[config.mk]
export PLATFORM = sky130hd
export DESIGN_NAME = ysyx_23060072_bus_arbiter
export DESIGN_NICKNAME = d
export VERILOG_FILES = /design/src/rtl/ysyx_23060072_bus_arbiter.sv
export SDC_FILE = /design/constraint.sdc
export NUM_CORES = 1
export LEC_CHECK = 0
export BUFFER_PORTS_ARGS = -buffer_cell sky130_fd_sc_hd__buf_2
export CAP_MARGIN = 20
export CORE_ASPECT_RATIO = 1.75
export CORE_MARGIN = 5
export CORE_UTILIZATION = 46
export DETAILED_ROUTE_END_ITERATION = 10
export PLACE_DENSITY = 0.79
export SYNTH_ARGS = -nofsm -noshare
export SYNTH_HDL_FRONTEND = slang
export SYNTH_SLANG_ARGS = --single-unit
export TNS_END_PERCENT = 5
[constraint.sdc]
create_clock -name clk -period 3 [get_ports clk]
set_input_delay 0.6 -clock clk [delete_from_list [all_inputs] [get_ports clk]]
set_output_delay 0.6 -clock clk [all_outputs]
set_load 0.02 [all_outputs]
[src/rtl/ysyx_23060072_bus_arbiter.sv]
// ---------------------------------------------------------------------------
// ysyx_23060072_bus_arbiter
//
// Shares the core's single memory port between instruction fetch (IFU) and
// the load/store stage (LSU). One request is in flight at a time: it is
// accepted in IDLE, presented downstream in REQ, and its single response is
// routed back to the owning master in WAIT.
// LSU has fixed priority. A starvation counter forces an IFU win after
// STARVE_LIMIT consecutive LSU grants made while the IFU was waiting. A
// controller flush discards the pending fetch without aborting the memory
// transaction.
//
// Ports
//   clk, rst_n                      clock, synchronous active-low reset
//   ifu_req_valid_i/ready_o/addr_i  fetch request handshake
//   ifu_flush_i                     drop any outstanding or same-cycle fetch
//   ifu_resp_valid_o/rdata_o/err_o  fetch response (one-cycle pulse)
//   lsu_req_*                       LSU request (addr, wen, wdata, wmask)
//   lsu_resp_valid_o/rdata_o/err_o  LSU response (one-cycle pulse)
//   mem_req_*                       downstream request, held stable in REQ
//   mem_resp_valid_i/rdata_i/err_i  downstream response, no back-pressure
// ---------------------------------------------------------------------------
module ysyx_23060072_bus_arbiter #(
    parameter int STARVE_LIMIT = 4
) (
    input  logic        clk,
    input  logic        rst_n,

    input  logic        ifu_req_valid_i,
    output logic        ifu_req_ready_o,
    input  logic [31:0] ifu_addr_i,
    input  logic        ifu_flush_i,
    output logic        ifu_resp_valid_o,
    output logic [31:0] ifu_rdata_o,
    output logic        ifu_resp_err_o,

    input  logic        lsu_req_valid_i,
    output logic        lsu_req_ready_o,
    input  logic [31:0] lsu_addr_i,
    input  logic        lsu_wen_i,
    input  logic [31:0] lsu_wdata_i,
    input  logic [3:0]  lsu_wmask_i,
    output logic        lsu_resp_valid_o,
    output logic [31:0] lsu_rdata_o,
    output logic        lsu_resp_err_o,

    output logic        mem_req_valid_o,
    input  logic        mem_req_ready_i,
    output logic [31:0] mem_addr_o,
    output logic        mem_wen_o,
    output logic [31:0] mem_wdata_o,
    output logic [3:0]  mem_wmask_o,
    input  logic        mem_resp_valid_i,
    input  logic [31:0] mem_rdata_i,
    input  logic        mem_resp_err_i
);

    localparam logic [2:0] LIMIT = 3'(STARVE_LIMIT);

    typedef enum logic [1:0] {
        ST_IDLE = 2'd0,
        ST_REQ  = 2'd1,
        ST_WAIT = 2'd2
    } state_t;

    state_t      state_reg;
    state_t      state_next;

    logic        owner_reg;          // 0 = IFU, 1 = LSU
    logic        drop_reg;
    logic [2:0]  starve_cnt_reg;
    logic [31:0] addr_reg;
    logic        wen_reg;
    logic [31:0] wdata_reg;
    logic [3:0]  wmask_reg;

    logic        lsu_win;
    logic        ifu_win;
    logic        lsu_grant;
    logic        ifu_grant;
    logic        req_active;
    logic        resp_fire;
    logic        flush_hit;
    logic        resp_drop;

    // Per-master response channels: index 0 = IFU, 1 = LSU.
    logic [1:0]  chan_pulse;
    logic        resp_valid_reg [2];
    logic [31:0] rdata_reg      [2];
    logic        err_reg        [2];

    // The IFU is forced to win only while it is actually waiting; a flush
    // blocks an IFU grant in the same cycle even when it holds priority.
    assign lsu_win = lsu_req_valid_i &&
                     !((starve_cnt_reg == LIMIT) && ifu_req_valid_i);
    assign ifu_win = !lsu_win && ifu_req_valid_i && !ifu_flush_i;

    assign resp_fire = (state_reg == ST_WAIT) && mem_resp_valid_i;
    // A flush aimed at our fetch counts even in the response cycle itself.
    assign flush_hit = ifu_flush_i && !owner_reg && (state_reg != ST_IDLE);
    assign resp_drop = drop_reg || flush_hit;

    // ---------------- FSM: state register ----------------
    always_ff @(posedge clk) begin
        if (!rst_n) begin
            state_reg <= ST_IDLE;
        end else begin
            state_reg <= state_next;
        end
    end

    // ---------------- FSM: next state ----------------
    always_comb begin
        state_next = state_reg;
        case (state_reg)
            ST_IDLE: if (lsu_grant || ifu_grant) state_next = ST_REQ;
            ST_REQ:  if (mem_req_ready_i)        state_next = ST_WAIT;
            ST_WAIT: if (mem_resp_valid_i)       state_next = ST_IDLE;
            default:                             state_next = ST_IDLE;
        endcase
    end

    // ---------------- FSM: outputs ----------------
    always_comb begin
        lsu_grant  = 1'b0;
        ifu_grant  = 1'b0;
        req_active = 1'b0;
        case (state_reg)
            ST_IDLE: begin
                lsu_grant = lsu_win;
                ifu_grant = ifu_win;
            end
            ST_REQ:  req_active = 1'b1;
            default: ;
        endcase
    end

    // ---------------- Request payload, owner, starvation, drop ----------------
    always_ff @(posedge clk) begin
        if (!rst_n) begin
            owner_reg      <= 1'b0;
            drop_reg       <= 1'b0;
            starve_cnt_reg <= 3'd0;
            addr_reg       <= 32'd0;
            wen_reg        <= 1'b0;
            wdata_reg      <= 32'd0;
            wmask_reg      <= 4'd0;
        end else begin
            if (lsu_grant) begin
                owner_reg <= 1'b1;
                addr_reg  <= lsu_addr_i;
                wen_reg   <= lsu_wen_i;
                wdata_reg <= lsu_wdata_i;
                wmask_reg <= lsu_wmask_i;
                if (!ifu_req_valid_i) begin
                    starve_cnt_reg <= 3'd0;
                end else if (starve_cnt_reg != LIMIT) begin
                    starve_cnt_reg <= starve_cnt_reg + 3'd1;
                end
            end else if (ifu_grant) begin
                // Fetches are always reads: never leak LSU write payload.
                owner_reg      <= 1'b0;
                addr_reg       <= ifu_addr_i;
                wen_reg        <= 1'b0;
                wdata_reg      <= 32'd0;
                wmask_reg      <= 4'd0;
                starve_cnt_reg <= 3'd0;
            end

            if (state_next == ST_IDLE) begin
                drop_reg <= 1'b0;
            end else if (flush_hit) begin
                drop_reg <= 1'b1;
            end
        end
    end

    // ---------------- Response routing ----------------
    // Data and error only update when a pulse is delivered, so they hold
    // their last value between pulses (a dropped fetch leaves them alone).
    assign chan_pulse[0] = resp_fire && !owner_reg && !resp_drop;
    assign chan_pulse[1] = resp_fire &&  owner_reg;

    genvar gi;
    generate
        for (gi = 0; gi < 2; gi = gi + 1) begin : g_resp
            always_ff @(posedge clk) begin
                if (!rst_n) begin
                    resp_valid_reg[gi] <= 1'b0;
                    rdata_reg[gi]      <= 32'd0;
                    err_reg[gi]        <= 1'b0;
                end else begin
                    resp_valid_reg[gi] <= chan_pulse[gi];
                    if (chan_pulse[gi]) begin
                        rdata_reg[gi] <= mem_rdata_i;
                        err_reg[gi]   <= mem_resp_err_i;
                    end
                end
            end
        end
    endgenerate

    assign ifu_req_ready_o  = ifu_grant;
    assign lsu_req_ready_o  = lsu_grant;

    assign ifu_resp_valid_o = resp_valid_reg[0];
    assign ifu_rdata_o      = rdata_reg[0];
    assign ifu_resp_err_o   = err_reg[0];
    assign lsu_resp_valid_o = resp_valid_reg[1];
    assign lsu_rdata_o      = rdata_reg[1];
    assign lsu_resp_err_o   = err_reg[1];

    assign mem_req_valid_o  = req_active;
    assign mem_addr_o       = addr_reg;
    assign mem_wen_o        = wen_reg;
    assign mem_wdata_o      = wdata_reg;
    assign mem_wmask_o      = wmask_reg;

endmodule

# Word level (Yosys, flattened, before mapping)
# Memories as Yosys holds them, arrays and structs flattened.
# Index checks and enable logic that the tools add are counted.
# op_classes
reduce_logical,23
mux,34
eq_ne,5
addsub,1
bitwise_logic,7
# op_table
op,count
32-bit two-way mux,6
1-bit two-way mux,18
3-bit two-way mux,4
1-bit logical AND,10
4-bit two-way mux,2
2-bit two-way mux,3
1-bit bitwise OR,6
2-bit one-hot mux with 3 select lines,1
1-bit zero test,5
2-bit zero test,2
2-bit nonzero test,2
3-bit by 1-bit adder with 3-bit output (second input constant),1
3-bit == test (second input constant),1
3-bit by 2-bit != test with 1-bit output (second input constant),1
3-bit != test (second input constant),1
2-bit by 1-bit == test with 1-bit output (second input constant),1
2-bit == test (second input constant),1
1-bit logical OR,2
2-bit AND reduction,1
2-bit OR reduction,1
1-bit NOT,1
# word_totals
memories,3
reg_bits,76
in_bits,141
mem_bits_rw,68
word_cells,81
out_inout_bits,140
# memory_table
memory,words,width,read_ports,rd_clocked_by_memory_dff,write_ports,line,text
rdata_reg,2,32,2,0,2,89,logic [31:0] rdata_reg [2];
err_reg,2,1,2,0,2,90,logic err_reg [2];
resp_valid_reg,2,1,2,0,2,88,logic resp_valid_reg [2];

# Logic depth before layout (Yosys ltp)
# Gate-level depths: netlist of run 1.
# depth
ltp_word,13
ltp_mapped,9

# Worst setup path before layout of run 1
# No wires, ideal clock.
# synth_path
path_kind,in2reg
startpoint,input port mem_resp_valid_i
endpoint,"memory err_reg[0], enable pin"
path_slack_ns,0.699
path_stages,3
path_buffers,0
arrival_ns,1.906
required_ns,2.605
path_cell_list,nand3b_1 -> nor4_2 -> nand2b_1
# synth_rtl
element,line,text
from (decl),53,"input logic mem_resp_valid_i,"
to (decl),90,

# Worst setup path after layout of run 1
# layout_path
startpoint,register starve_cnt_reg[0]
endpoint,output port lsu_req_ready_o
# layout_between
elab_chain_len,5
# layout_rtl
element,line,text
from (decl),71,logic [2:0] starve_cnt_reg;
from (signal assigned),158,starve_cnt_reg <= starve_cnt_reg + 3'd1;
3-bit == test,95,!((starve_cnt_reg == LIMIT) && ifu_req_valid_i);
1-bit logical AND,95,
1-bit zero test,95,
1-bit logical AND,94,assign lsu_win = lsu_req_valid_i &&
1-bit two-way mux,128,case (state_reg)
to (decl),38,"output logic lsu_req_ready_o,"
# Every way passes these cells.

==> results of run 1 <==
==> report_power, final <==
| group | total [W] | switching (W) | internal (W) |
|---|---|---|---|
| Clock | 0.00196 | 0.000878 | 0.00108 |
| Sequential | 0.00222 | 0.0000608 | 0.00216 |
| Combinational | 0.000675 | 0.000433 | 0.000242 |
| Total | 0.00486 | 0.00137 | 0.00349 |
==> worst max-delay path, delay by kind of cell, from the launching register on <==
kind / cells / cell delay (ps)
fa+ha+maj: 1 / 220
buf+inv: 3 / 490
flops: 1 / 370
simple gates: 2 / 250
==> cells by family (layout without fill, tap and decap cells) <==
group	after synthesis	in the layout	synth area share
other cells	0	2	0
flops	144	144	0.623
mux	1	1	0.00177
fa+ha+maj	2	2	0.00441
buf+inv	50	331	0.0437
compound gates	113	113	0.122
simple gates	210	210	0.205
==> per-layer routing <==
metal,vias to the layer above,track usage
met2,281,0.396
met1,2417,0.234
li1,2413,-
met4,2,0.121
met5,-,0
met3,46,0.0731
==> Yosys cell counts, types with 3 or more instances <==
cell type	n	area (um2)
a21oi_1	72	360
a221o_1	16	160
and2_1	33	206
and3_1	65	407
buf_2	9	45.0
buf_4	7	52.6
buf_6	3	33.8
clkbuf_1	26	97.6
dfxtp_1	79	1580
edfxtp_1	65	1950
inv_1	3	11.3
nand2_1	54	203
nand3_1	39	195
nor2_1	5	18.8
o21ai_0	16	80.1
==> area by class of cell <==
| cell class | instances | area [um2] | area share |
|---|---|---|---|
| Timing Repair Buffer | 294 | 1520 | 0.196 |
| Inverter | 5 | 18.8 | 0.00243 |
| Sequential cell | 144 | 3530 | 0.457 |
| Multi-Input combinational cell | 326 | 1900 | 0.245 |
| Tap cell | 165 | 206 | 0.0267 |
| Antenna cell | 2 | 5.00 | 0.000647 |
| Clock buffer | 17 | 425 | 0.0550 |
| Clock inverter | 15 | 126 | 0.0163 |
==> path summary, 6_finish.rpt <==
path	start	end	slack, ps	cells after the start
worst min-delay path	ifu_addr_i[4]	mem_addr_o[4]	410	2
worst max register to register	state_reg[1]	mem_addr_o[8]	1030	5
worst max-delay path	starve_cnt_reg[0]	lsu_req_ready_o	660	6
worst min register to register	mem_wen_o	mem_wen_o	470	2
==> per-stage QoR <==
stage          worst slack (ps)  total power, W
2_1_floorplan               699         0.00265
3_3_place_gp                871         0.00292
3_5_place_dp                803         0.00294
4_1_cts                     633         0.00489
5_1_grt                     570         0.00503
6_report                    659         0.00486
==> results_tabular.tex, run 1 <==
\begin{tabular}{lr}
\hline
Metric & Value \\
\hline
\multicolumn{2}{l}{\textbf{Floorplan}} \\
Std-Cell Rows & 53 \\
Die boundary width & 93.9 um \\
Total die area & 14700 um2 \\
Floorplan core area & 12100 um2 \\
Number of I/O pins & 281 \\
Initial cell density of the core & 0.470 \\
Die Ht & 157 um \\
\multicolumn{2}{l}{\textbf{Logic synthesis}} \\
Count of flip-flops with a built-in enable after synthesis & 65 \\
Number of unique standard cell types used by synthesis & 38 \\
Fraction of registers with async set or reset after synthesis & 0 \\
Fraction of the yosys area taken by sequential cells & 0.623 \\
Post-synthesis instance area & 5670 um2 \\
Primary FF master, synth & dfxtp\_1 \\
Synthesized area divided by synthesized cell count & 10.9 um2 \\
Mapped Cells & 520 \\
Synth warn & 0 \\
\#FFs+latches synth & 144 \\
Total nets after synthesis & 663 \\
\multicolumn{2}{l}{\textbf{Setup path}} \\
Worst path cell trace & inv\_1 > ha\_1 > nand3\_2 > nand3\_2 > inv\_2 > buf\_2 \\
Worst Setup End Kind & primary output \\
Req. time, crit path & 2400 ps \\
Cell occurring most often along the worst timing path & nand3\_2 \\
Critical path's slowest cell & dfxtp\_1 \\
Critical path start-end classification & flip-flop to primary output \\
Maximum single-stage delay on the critical path & 370 ps \\
Largest driver fanout on the critical path & 13 \\
Critical path launch point type & flip-flop \\
Critical Path AT & 1740 ps \\
\multicolumn{2}{l}{\textbf{Clock tree}} \\
Hold\_buf cts & 0 \\
Maximum count of clock buffers along a single path & 2 \\
Resized Gates After CTS & 0 \\
Clock tree from TritonCTS & built \\
CTS H-tree lvls & 4 \\
Setup bufs post-CTS & 0 \\
Number of buffers added by the clock tree synthesis step & 17 \\
Clock Sink Count & 144 \\
Clock transition at the registers of the reported paths & 60 ps \\
Clock network latency to the later pin of the worst-skew pair & 420 ps \\
Clock Root Buffer & clkbuf\_16 \\
\multicolumn{2}{l}{\textbf{Drt}} \\
Routed WL per cell & 17.7 um \\
Detailed-routing wirelength on met1 & 5.84 mm \\
Met3 routed WL & 1.68 mm \\
DRC violation count after routing & 0 \\
Total length of routed wires & 17.1 mm \\
Top layer reached by signal wires & met5 \\
Number of nets still failing antenna checks after routing & 0 \\
Vias after detailed routing & 5159 \\
Drt via density & 5.33 \\
Wire length on met2 & 8.96 mm \\
Detailed Route Iter0 Violations & 263 \\
Number of optimization iterations in the first detailed-route pass & 5 \\
\multicolumn{2}{l}{\textbf{Min path}} \\
Class of the tightest hold or removal check & input pin to flip-flop \\
\multicolumn{2}{l}{\textbf{Finish}} \\
Post-layout util & 0.641 \\
Most frequent cells in the layout & 280 x buf\_2, 79 x dfxtp\_1, 72 x a21oi\_1 \\
Final-layout fill cell count & 986 \\
Non-Filler Instances & 968 \\
Most frequent standard cell in the layout excluding fill and tap cells & buf\_2 \\
Share of layout cells above drive strength 1 & 0.421 \\
Final standard cell area without fillers & 7730 um2 \\
Flip-flop count of the largest register after layout & 64 \\
Layout area overhead & 36.4\% \\
Fin nets & 931 \\
\multicolumn{2}{l}{\textbf{Timing}} \\
Worst Hold Slack & 412 ps \\
Headroom to the max-slew limit & 0.499 \\
Maximum clock skew at final layout & 10.2 ps \\
Final clock period utilization by the worst path & 0.780 \\
Number of max-slew violations in the final report & 0 \\
Crit path time final & 2340 ps \\
Setup tns final & 0 ps \\
Slew of the pin with the lowest slew margin & 750 ps \\
Number of endpoints failing setup at the final stage & 0 \\
Timing-limited maximum frequency & 427 MHz \\
Setup repair after global routing missed its margin & false \\
Hold violation count in the final report & 0 \\
\multicolumn{2}{l}{\textbf{Run}} \\
Max-cap violations & 0 \\
\multicolumn{2}{l}{\textbf{Pwr}} \\
Power density relative to cell area & 628 nW/um2 \\
Worst ir drop on vdd & 411 uV \\
Leakage & 3.77 nW \\
\multicolumn{2}{l}{\textbf{Global route}} \\
Wire length of the first global-routing pass & 25.6 mm \\
Vias in the first global route & 5174 \\
Global Route Usage Sum & 0.225 \\
Final global-route overflow total & 0 \\
Antenna violations before repair & 3 \\
Largest net degree at the start of global routing & 73 \\
\multicolumn{2}{l}{\textbf{Placement}} \\
GPL Wtd Cong & 0.875 \\
Estimated wirelength of the detail-placed design & 12.6 mm \\
Number of placed instances with taps included & 934 \\
Placed Instance Area & 7180 um2 \\
Count of buffers inserted at the top-level ports & 280 \\
\multicolumn{2}{l}{\textbf{Outcome}} \\
Result of the run & complete, no violations \\
\hline
\end{tabular}
No activity file was read; power rests on OpenSTA's default activity.
==> run 2: changes to the inputs <==
- clock period: 3 -> 2.18 ns (I/O delays scaled with it)
==> run 2 against run 1 <==
Non-clock buffer count increased by 6. Worst hold slack got worse by 170 ps. Critical path depth stayed put. Count of clock-buffer cells in the layout is 1 higher. Routed wire length grew 0.65%. Combinational power increased by 45%. Highest routed layer is now met4. Core utilization increased by 1.4 points.
==> results_tabular.tex, run 2 (synthesis results as in run 1) <==
\begin{tabular}{lr}
\hline
Metric & Value \\
\hline
\multicolumn{2}{l}{\textbf{Clock tree}} \\
Clock Root Buffer & clkbuf\_16 (unchanged) \\
Clock tree from TritonCTS & built (unchanged) \\
Hold\_buf cts & 0 (unchanged) \\
Clock Sink Count & 144 (unchanged) \\
CTS H-tree lvls & 4 (unchanged) \\
Maximum count of clock buffers along a single path & 2 (unchanged) \\
Number of buffers added by the clock tree synthesis step & 17 (unchanged) \\
Clock network latency to the later pin of the worst-skew pair & 420 ps (about the same) \\
Clock transition at the registers of the reported paths & 60 ps (about the same) \\
\multicolumn{2}{l}{\textbf{Floorplan}} \\
Std-Cell Rows & 53 (unchanged) \\
Number of I/O pins & 281 (unchanged) \\
Floorplan core area & 12100 um2 (unchanged) \\
Total die area & 14700 um2 (unchanged) \\
Die Ht & 157 um (unchanged) \\
Initial cell density of the core & 0.470 (unchanged) \\
Die boundary width & 93.9 um (unchanged) \\
\multicolumn{2}{l}{\textbf{Run}} \\
Max-cap violations & 0 (unchanged) \\
\multicolumn{2}{l}{\textbf{Timing}} \\
Number of max-slew violations in the final report & 0 (unchanged) \\
Final clock period utilization by the worst path & 0.942 \\
Setup tns final & 0 ps (unchanged) \\
Headroom to the max-slew limit & 0.655 (was 0.499) \\
Slew of the pin with the lowest slew margin & 517 ps (was 750 ps) \\
Timing-limited maximum frequency & 487 MHz \\
Maximum clock skew at final layout & 7.45 ps (was 10.2 ps) \\
Hold violation count in the final report & 0 (unchanged) \\
Number of endpoints failing setup at the final stage & 0 (unchanged) \\
Setup repair after global routing missed its margin & false (unchanged) \\
Crit path time final & 2050 ps \\
\multicolumn{2}{l}{\textbf{Drt}} \\
Number of optimization iterations in the first detailed-route pass & 5 (unchanged) \\
DRC violation count after routing & 0 (unchanged) \\
Total length of routed wires & 17.2 mm (was 17.1 mm) \\
Vias after detailed routing & 5131 (was 5159) \\
Drt via density & 5.27 (was 5.33) \\
Routed WL per cell & 17.7 um (about the same) \\
Detailed Route Iter0 Violations & 224 (was 263) \\
Number of nets still failing antenna checks after routing & 0 (unchanged) \\
\multicolumn{2}{l}{\textbf{Setup path}} \\
Critical path's slowest cell & dfxtp\_1 (unchanged) \\
Launch instance of the worst register-to-register path & starve\_cnt\_reg[0] (was state\_reg[1]) \\
R2R cell count & 8 (was 5) \\
Critical path start-end classification & flip-flop to primary output (unchanged) \\
Largest driver fanout on the critical path & 13 (unchanged) \\
Worst reg2reg path endpoint & mem\_addr\_o[4] (was mem\_addr\_o[8]) \\
Req. time, crit path & 1740 ps (was 2400 ps) \\
Critical path launch point type & flip-flop (unchanged) \\
Critical Path AT & 1620 ps (was 1740 ps) \\
Worst path cell trace & inv\_1 > ha\_1 > nand3\_2 > nand3\_4 > inv\_8 > buf\_2 (was inv\_1 > ha\_1 > nand3\_2 > nand3\_2 > inv\_2 > buf\_2) \\
Worst reg-to-reg setup slack & 490 ps (was 1030 ps) \\
Maximum single-stage delay on the critical path & 360 ps (was 370 ps) \\
Crit path from & starve\_cnt\_reg[1] (was starve\_cnt\_reg[0]) \\
Worst Setup End Kind & primary output (unchanged) \\
Critical Path End & lsu\_req\_ready\_o (unchanged) \\
\multicolumn{2}{l}{\textbf{Finish}} \\
Most frequent cells in the layout & 280 x buf\_2, 78 x dfxtp\_1, 72 x a21oi\_1 (was 280 x buf\_2, 79 x dfxtp\_1, 72 x a21oi\_1) \\
Most frequent standard cell in the layout excluding fill and tap cells & buf\_2 (unchanged) \\
Layout area overhead & 39.3\% (was 36.4\%) \\
Flip-flop count of the largest register after layout & 64 (unchanged) \\
Non-Filler Instances & 974 (was 968) \\
Fin nets & 938 (was 931) \\
Share of layout cells above drive strength 1 & 0.427 (was 0.421) \\
\multicolumn{2}{l}{\textbf{Placement}} \\
Number of placed instances with taps included & 939 (was 934) \\
GPL Wtd Cong & 0.939 (was 0.875) \\
Estimated wirelength of the detail-placed design & 12.6 mm (about the same) \\
Count of buffers inserted at the top-level ports & 280 (unchanged) \\
\multicolumn{2}{l}{\textbf{Global route}} \\
Antenna violations before repair & 1 (was 3) \\
Global Route Usage Sum & 0.226 (was 0.225) \\
Final global-route overflow total & 0 (unchanged) \\
Vias in the first global route & 5032 (was 5174) \\
Largest net degree at the start of global routing & 73 (unchanged) \\
Wire length of the first global-routing pass & 25.6 mm (about the same) \\
\multicolumn{2}{l}{\textbf{Min path}} \\
Launch instance of the worst min-delay path & ifu\_addr\_i[2] (was ifu\_addr\_i[4]) \\
Class of the tightest hold or removal check & input pin to flip-flop (unchanged) \\
\multicolumn{2}{l}{\textbf{Pwr}} \\
Leakage & 3.85 nW (was 3.77 nW) \\
Worst ir drop on vdd & 639 uV (was 411 uV) \\
Power density relative to cell area & 888 nW/um2 (was 628 nW/um2) \\
\multicolumn{2}{l}{\textbf{Outcome}} \\
Result of the run & complete, no violations (unchanged) \\
\hline
\end{tabular}
==> run 2: cell count changes in the layout (fill, tap and decap cells not counted), sizes merged <==
cell      before  now
clkinvlp       5    3
inv           13   11
bufinv         0    3
clkbuf        17   18
clkinv         2    3
buf          294  300
diode          2    1
==> run 2: where the power goes <==
| part | total (W) | internal [W] | switching [W] | leakage [nW] |
|---|---|---|---|---|
| Sequential | 0.00305 | 0.00298 | 0.0000742 | 1.32 |
| Clock | 0.00298 | 0.00182 | 0.00116 | 0.290 |
| Combinational | 0.000977 | 0.000357 | 0.000620 | 2.24 |
| Total | 0.00701 | 0.00516 | 0.00185 | 3.85 |
==> run 2: worst min path at each step <==
stage	slack, ps	depth (start not counted)	endpoint
2_1_floorplan	460	1	drop_reg
4_1_cts	230	2	mem_addr_o[2]
3_3_place_gp	450	2	mem_wdata_o[31]
6_report	240	2	mem_addr_o[2]
3_5_place_dp	460	2	mem_wdata_o[8]
5_1_grt	230	2	mem_addr_o[2]
==> run 2: layout make-up <==
class	instances	area, um2
fillers	1014	4170
flip-flops and latches	144	3530
multi-input cells	326	1910
repair buffers	300	1600
clock buffers	18	429
well taps	165	206
clock inverters	14	181
inverters	5	26.3
repair inverters	1	6.26
diodes	1	2.50
==> run 2: stage by stage <==
| stage | worst slack, ps | hold WS, ps | utilization | cell area [um2] | power, W |
|---|---|---|---|---|---|
| floorplan | 206 | 457 | - | 5670 | 0.00365 |
| global placement | 306 | 453 | 0.601 | 7250 | 0.00404 |
| detailed placement | 249 | 456 | 0.601 | 7250 | 0.00406 |
| CTS | 0.565 | 229 | 0.653 | 7890 | 0.00705 |
| global route | 36.9 | 229 | 0.654 | 7900 | 0.00727 |
| finish | 127 | 244 | 0.654 | 7900 | 0.00701 |
==> run 2: repair_timing <==
item	in CTS	in global routing
resized for setup	4	1
gates cloned	1	0
buffers inserted	0	1
endpoints found under the hold margin	0	0
pin swaps	1	1
setup endpoints to repair	1	1
==> run 2: critical path, delay by kind of cell (launching register included) <==
kind,cells,cell delay (ps)
buf+inv,3,360
simple gates,2,280
fa+ha+maj,1,200
flops,1,360
==> run 2: per-layer routing <==
metal / up-vias / routed length [um] / global-route usage / share of wire
met5: - / 0 / 0 / 0
li1: 2425 / - / - / -
met1: 2377 / 6030 / 0.240 / 0.35
met2: 278 / 8730 / 0.386 / 0.51
met4: 0 / 807 / 0.137 / 0.047
met3: 51 / 1640 / 0.0702 / 0.095
